--- config.mk ---
export PLATFORM = sky130hd
export DESIGN_NAME = uart_tx_flat
export DESIGN_NICKNAME = d
export VERILOG_FILES = /design/src/rtl/uart_pkg.sv /design/src/rtl/uart_tx_if.sv /design/src/rtl/uart_tx_bit_timer.sv /design/src/rtl/uart_tx.sv /design/src/flat_wrapper.sv
export SDC_FILE = /design/constraint.sdc
export NUM_CORES = 1
export LEC_CHECK = 0
export BUFFER_PORTS_ARGS = -buffer_cell sky130_fd_sc_hd__buf_2
export CORE_AREA = 3 3 80 44
export DETAILED_ROUTE_END_ITERATION = 8
export DIE_AREA = 0 0 83 47
export GPL_ROUTABILITY_DRIVEN = 0
export PLACE_DENSITY = 0.8
export SLEW_MARGIN = 20
export SYNTH_ARGS = -nofsm -noshare
export SYNTH_HDL_FRONTEND = slang
export SYNTH_SLANG_ARGS = --single-unit
export TNS_END_PERCENT = 30
--- constraint.sdc ---
create_clock -name CLK -period 7.4 [get_ports CLK]
set_clock_uncertainty 0.2 [all_clocks]
set_input_delay 1.11 -clock CLK [delete_from_list [all_inputs] [get_ports CLK]]
set_output_delay 1.11 -clock CLK [all_outputs]
set_load 0.01 [all_outputs]
--- src/rtl/uart_pkg.sv ---
// uart_pkg: shared types and constants for the UART transmit path
package uart_pkg;
    localparam int DEF_DATA_WIDTH = 8;
    localparam int PRESCALE_MIN = 4;
    localparam logic PAR_EVEN = 1'b0;
    localparam logic PAR_ODD = 1'b1;
    typedef enum logic [2:0] {IDLE, START, DATA, PARITY, STOP} tx_state_t;
endpackage

--- src/rtl/uart_tx_if.sv ---
// uart_tx_if: parallel load side and serial line of the UART transmitter
interface uart_tx_if import uart_pkg::*; #(
    parameter int DATA_WIDTH = DEF_DATA_WIDTH,
    parameter int PRESCALE_W = 6
);
    logic [DATA_WIDTH-1:0] P_DATA;
    logic                  Data_Valid;
    logic                  PAR_EN;
    logic                  PAR_TYP;
    logic [PRESCALE_W-1:0] Prescale;
    logic                  TX_OUT;
    logic                  Busy;
    modport master (output P_DATA, Data_Valid, PAR_EN, PAR_TYP, Prescale, input TX_OUT, Busy);
    modport slave (input P_DATA, Data_Valid, PAR_EN, PAR_TYP, Prescale, output TX_OUT, Busy);
endinterface

--- src/rtl/uart_tx_bit_timer.sv ---
// uart_tx_bit_timer: counts clocks within a bit and data bits within a frame
module uart_tx_bit_timer #(
    parameter int DATA_WIDTH = 8,
    parameter int PRESCALE_W = 6,
    parameter int BW = 3
) (
    input  logic                  CLK,
    input  logic                  RST,
    input  logic                  en,
    input  logic                  data_phase,
    input  logic [PRESCALE_W-1:0] n,
    output logic                  bit_done,
    output logic                  last_data_bit,
    output logic [BW-1:0]         bit_cnt
);
    logic [PRESCALE_W-1:0] edge_cnt;

    assign bit_done = en && edge_cnt == n - 1'b1;
    assign last_data_bit = bit_cnt == BW'(DATA_WIDTH - 1);

    // edge_cnt wraps at the end of every bit; bit_cnt only runs during data bits
    always_ff @(posedge CLK or negedge RST) begin
        if (!RST) begin
            edge_cnt <= '0;
            bit_cnt <= '0;
        end else begin
            edge_cnt <= (!en || bit_done) ? '0 : edge_cnt + 1'b1;
            bit_cnt <= !data_phase ? '0 : bit_done ? bit_cnt + 1'b1 : bit_cnt;
        end
    end
endmodule

--- src/rtl/uart_tx.sv ---
// uart_tx: serialises a byte as start, data LSB first, optional parity, stop
module uart_tx import uart_pkg::*; #(
    parameter int DATA_WIDTH = DEF_DATA_WIDTH,
    parameter int PRESCALE_W = 6
) (
    input  logic      CLK,
    input  logic      RST,
    uart_tx_if.slave  bus
);
    localparam int BW = $clog2(DATA_WIDTH);
    localparam logic [PRESCALE_W-1:0] N_MIN = PRESCALE_W'(PRESCALE_MIN);

    tx_state_t             state, state_d;
    logic [DATA_WIDTH-1:0] data_q;
    logic                  par_en_q, par_q;
    logic [PRESCALE_W-1:0] n_q;
    logic                  accept, bit_done, last_data_bit;
    logic                  tx_d, busy_d, tx_q, busy_q;
    logic [BW-1:0]         bit_cnt, bit_nxt;

    assign accept = bus.Data_Valid && state == IDLE;
    assign bus.TX_OUT = tx_q;
    assign bus.Busy = busy_q;

    uart_tx_bit_timer #(.DATA_WIDTH(DATA_WIDTH), .PRESCALE_W(PRESCALE_W), .BW(BW)) u_timer (
        .CLK(CLK),
        .RST(RST),
        .en(state != IDLE),
        .data_phase(state == DATA),
        .n(n_q),
        .bit_done(bit_done),
        .last_data_bit(last_data_bit),
        .bit_cnt(bit_cnt)
    );

    // snapshot the frame configuration so later input changes cannot disturb it
    always_ff @(posedge CLK or negedge RST) begin
        if (!RST) begin
            data_q <= '0;
            par_en_q <= 1'b0;
            par_q <= 1'b0;
            n_q <= '0;
        end else if (accept) begin
            data_q <= bus.P_DATA;
            par_en_q <= bus.PAR_EN;
            par_q <= ^bus.P_DATA ^ (bus.PAR_TYP == PAR_ODD);
            n_q <= bus.Prescale < N_MIN ? N_MIN : bus.Prescale;
        end
    end

    // state register with the line and busy flag registered alongside it
    always_ff @(posedge CLK or negedge RST) begin
        if (!RST) begin
            state <= IDLE;
            tx_q <= 1'b1;
            busy_q <= 1'b0;
        end else begin
            state <= state_d;
            tx_q <= tx_d;
            busy_q <= busy_d;
        end
    end

    // frame sequencing, advancing on the last clock of each bit
    always_comb begin
        state_d = state;
        case (state)
            IDLE:    state_d = accept ? START : IDLE;
            START:   state_d = bit_done ? DATA : START;
            DATA:    state_d = (bit_done && last_data_bit) ? (par_en_q ? PARITY : STOP) : DATA;
            PARITY:  state_d = bit_done ? STOP : PARITY;
            STOP:    state_d = bit_done ? IDLE : STOP;
            default: state_d = IDLE;
        endcase
    end

    // line value for the coming cycle, derived from the next state and bit index
    always_comb begin
        bit_nxt = state != DATA ? '0 : bit_done ? bit_cnt + 1'b1 : bit_cnt;
        tx_d = state_d == START ? 1'b0 :
               state_d == DATA ? data_q[bit_nxt] :
               state_d == PARITY ? par_q : 1'b1;
        busy_d = state_d != IDLE;
    end
endmodule

--- src/flat_wrapper.sv ---
// flat-port wrapper written by rule: the top's interface ports become plain ports
module uart_tx_flat import uart_pkg::*;
#(
    parameter int DATA_WIDTH = DEF_DATA_WIDTH,
    parameter int PRESCALE_W = 6
)
  (CLK, RST, bus_P_DATA, bus_Data_Valid, bus_PAR_EN, bus_PAR_TYP, bus_Prescale, bus_TX_OUT, bus_Busy);
  uart_tx_if #(.DATA_WIDTH(DATA_WIDTH), .PRESCALE_W(PRESCALE_W)) bus_i ();
  input  logic CLK;
  input  logic RST;
  input wire logic [$bits(bus_i.P_DATA)-1:0] bus_P_DATA;
  input wire logic [$bits(bus_i.Data_Valid)-1:0] bus_Data_Valid;
  input wire logic [$bits(bus_i.PAR_EN)-1:0] bus_PAR_EN;
  input wire logic [$bits(bus_i.PAR_TYP)-1:0] bus_PAR_TYP;
  input wire logic [$bits(bus_i.Prescale)-1:0] bus_Prescale;
  output wire logic [$bits(bus_i.TX_OUT)-1:0] bus_TX_OUT;
  output wire logic [$bits(bus_i.Busy)-1:0] bus_Busy;
  assign bus_i.P_DATA = bus_P_DATA;
  assign bus_i.Data_Valid = bus_Data_Valid;
  assign bus_i.PAR_EN = bus_PAR_EN;
  assign bus_i.PAR_TYP = bus_PAR_TYP;
  assign bus_i.Prescale = bus_Prescale;
  assign bus_TX_OUT = bus_i.TX_OUT;
  assign bus_Busy = bus_i.Busy;
  uart_tx #(.DATA_WIDTH(DATA_WIDTH), .PRESCALE_W(PRESCALE_W)) u_core (.CLK(CLK), .RST(RST), .bus(bus_i));
endmodule
==> impl_metrics.toml <==
[status]
status = "finished clean"

[critical_path]
cp.required_ns = 7.41
critPathLaunchType = "flop"
critPathArrivalTime_ns = 2.93
worstSetupStartpoint = "u_core.n_q[0]$_DFFE_PN0P_"
crit_end = "u_core.bus.TX_OUT$_DFF_PN1_"
r2r_cells = 10
cp_max_fo = 12
worst_r2r_endpoint = "u_core.bus.TX_OUT$_DFF_PN1_"
rrSetupSlack_ns = 4.47
r2r-start = "u_core.n_q[0]$_DFFE_PN0P_"
worst-setup-path-type = "flop to flop"
crit_path_end_kind = "flop"

[route]
drc = 0
ant_nets = 0
dr.pass1.iters = 4
drt_iter0_drc = 38
dr_total_vias = 1245
wire_per_inst_um = 14.5
via_per_inst = 5.53
drt_wl_total_um = 3260

[clock_network]
ctsHoldBuffers = 0
numCtsBuffers = 5
ctsHtreeMaxLevel = 2
cts_resized = 0
post-cts-setup-buffer-count = 0
cts_max_path_buffers = 2
cts_tree = "done"
root_buffer = "clkbuf_8"
clock-sinks = 30
clk-insertion-delay-late_ns = 0.28
clkTransAtPathRegs_ns = 0.07

[die]
core_um2 = 2910
io_pins = 21
chipHeight_um = 47
die_w_um = 83
rows = 14
start_util_pct = 59.1
design.die.area_um2 = 3900

[placed_design]
placedCellCount = 217
hpwlAfterDp_um = 2370
portBuffers = 20

[synthesis]
ys_warn_count = 0
synth-edff-count = 0
syn_nets = 184
ys.flop_type = "dfrtp_1"
synth_area_um2 = 1720
yosysUniqueCellTypes = 45
syn_inst = 161
avgSynthCellArea_um2 = 10.7
synth-seq-cells = 30
async_reset_ff_share_pct = 100
yosysSeqAreaShare_pct = 43.8

[timing]
fin_crit_ns = 2.93
fmax_ghz = 0.342
period_share_pct = 39.6
slew_violations = 0
hold_viol = 0
relSlewSlack_pct = 42.1
tightest_slew_ns = 0.866
rsz0062_at_grt = "false"
setup_violations = 0
finalSetupTns_ns = 0

[run]
maxCapViolCount = 0

[power]
total_power_uw = 342
leakage_nw = 0.904
power.density_nw_per_um2 = 175
ir_drop_v = 0.0000945

[layout]
final_cells = 225
final_common_cell = "dfrtp_1"
final_core_util_pct = 67.1
final_cell_mix = "29 x dfrtp_1, 20 x buf_2, 17 x nor2_1"
drive_above_1_share_pct = 25.4
syn2layout_area_growth_pct = 13.6
fill_cells = 245
insertedDiodeCount = 0
layout.nets = 207

[global_route]
gr-total-overflow = 0
grt.total_usage_pct = 18.5
antenna_found_initial = 0
grt_pass1_vias = 1219
grt_max_degree = 31
grt_pass1_wl_um = 5490

[worst_hold_path]
holdCritPathClass = "flop to flop"
## synthesized netlist by cell type, types with 2 or more instances
library cell / number / area [um^2]
mux2i_1: 5 / 50.1
xor2_1: 7 / 61.3
nand3_1: 5 / 25.0
a31oi_1: 2 / 12.5
dfrtp_1: 29 / 726
mux2_2: 13 / 146
nor2b_1: 6 / 37.5
xnor2_1: 11 / 96.3
o21ai_0: 4 / 20.0
ha_1: 4 / 50.1
nor2_1: 17 / 63.8
inv_1: 5 / 18.8
nor3_1: 3 / 15.0
clkbuf_1: 3 / 11.3
or3_1: 3 / 18.8
a21oi_1: 2 / 10.0
nand2_1: 11 / 41.3
o211ai_1: 2 / 15.0
nand3b_1: 3 / 22.5
## logic make-up (layout without fill, tap and decap cells)
group	Yosys count	after routing	synth area share (%)
AO/OA/AOI/OAI	20	20	9.32
flip-flops	30	30	43.8
buffers and inverters	9	33	2.40
XOR/XNOR	19	19	10.1
multiplexers	18	18	11.4
adder cells (fa/ha/maj)	4	4	2.91
AND/OR/NAND/NOR	61	61	20.0
## state kept, by name, summed over array words and instances, names as in the netlist
register                 count
u_core.par_q                 1
u_core.n_q                   6
u_core.u_timer.edge_cnt      6
u_core.state                 3
u_core.bus.Busy              1
u_core.bus.TX_OUT            1
u_core.u_timer.bit_cnt       3
u_core.data_q                8
u_core.par_en_q              1
## metrics by stage
stage | hold slack, ns | cell area, um^2 | setup WS [ns]
after global routing | 0.345 | 1950 | 4.30
after global placement | 0.273 | 1850 | 4.46
after floorplan | 0.249 | 1720 | 4.73
after CTS | 0.308 | 1950 | 4.49
after detailed placement | 0.294 | 1850 | 4.40
final | 0.301 | 1950 | 4.47
## critical path: stages (launching register included)
cell and delay (ns):
dfrtp_1 0.43, inv_1 0.06, ha_1 0.24, nor2b_1 0.14
or3_1 0.40, a31oi_4 0.22, nand3_4 0.20, mux2i_1 0.26
o32ai_1 0.11, a2111o_1 0.41, o211ai_1 0.17
## power breakdown
group | total (mW) | switching (mW) | internal (mW)
clock network | 0.161 | 0.0599 | 0.101
registers | 0.164 | 0 | 0.164
logic | 0.0175 | 0.00880 | 0.00869
## routing by layer
| metal | part of all wire (%) | GRT usage (%) | wire length (um) | vias up |
|---|---|---|---|---|
| met5 | 0 | 0 | 0 | - |
| met4 | 1.4 | 8.47 | 46 | 0 |
| met3 | 2.8 | 4.73 | 91 | 6 |
| met2 | 50 | 34.2 | 1630 | 18 |
| met1 | 46 | 21.5 | 1490 | 601 |
| li1 | - | - | - | 620 |
## layout make-up
type | count | area, um^2 | area share (%)
multi-input cells | 122 | 925 | 47.4
flip-flops and latches | 30 | 752 | 38.5
repair buffers | 20 | 100 | 5.13
clock buffers | 7 | 76.3 | 3.91
well taps | 40 | 50.0 | 2.56
clock inverters | 1 | 30.0 | 1.54
inverters | 5 | 18.8 | 0.962
## worst min path at each step
stage / start / end / slack, ns / depth (start not counted)
6_report: u_core.par_q$_DFFE_PN0P_ / u_core.par_q$_DFFE_PN0P_ / 0.30 / 2
5_1_grt: u_core.par_q$_DFFE_PN0P_ / u_core.par_q$_DFFE_PN0P_ / 0.34 / 2
4_1_cts: u_core.par_q$_DFFE_PN0P_ / u_core.par_q$_DFFE_PN0P_ / 0.31 / 2
3_5_place_dp: u_core.par_q$_DFFE_PN0P_ / u_core.par_q$_DFFE_PN0P_ / 0.29 / 2
3_3_place_gp: u_core.par_q$_DFFE_PN0P_ / u_core.par_q$_DFFE_PN0P_ / 0.27 / 2
2_1_floorplan: u_core.par_q$_DFFE_PN0P_ / u_core.par_q$_DFFE_PN0P_ / 0.25 / 2
(Power assumes the default switching activity.)
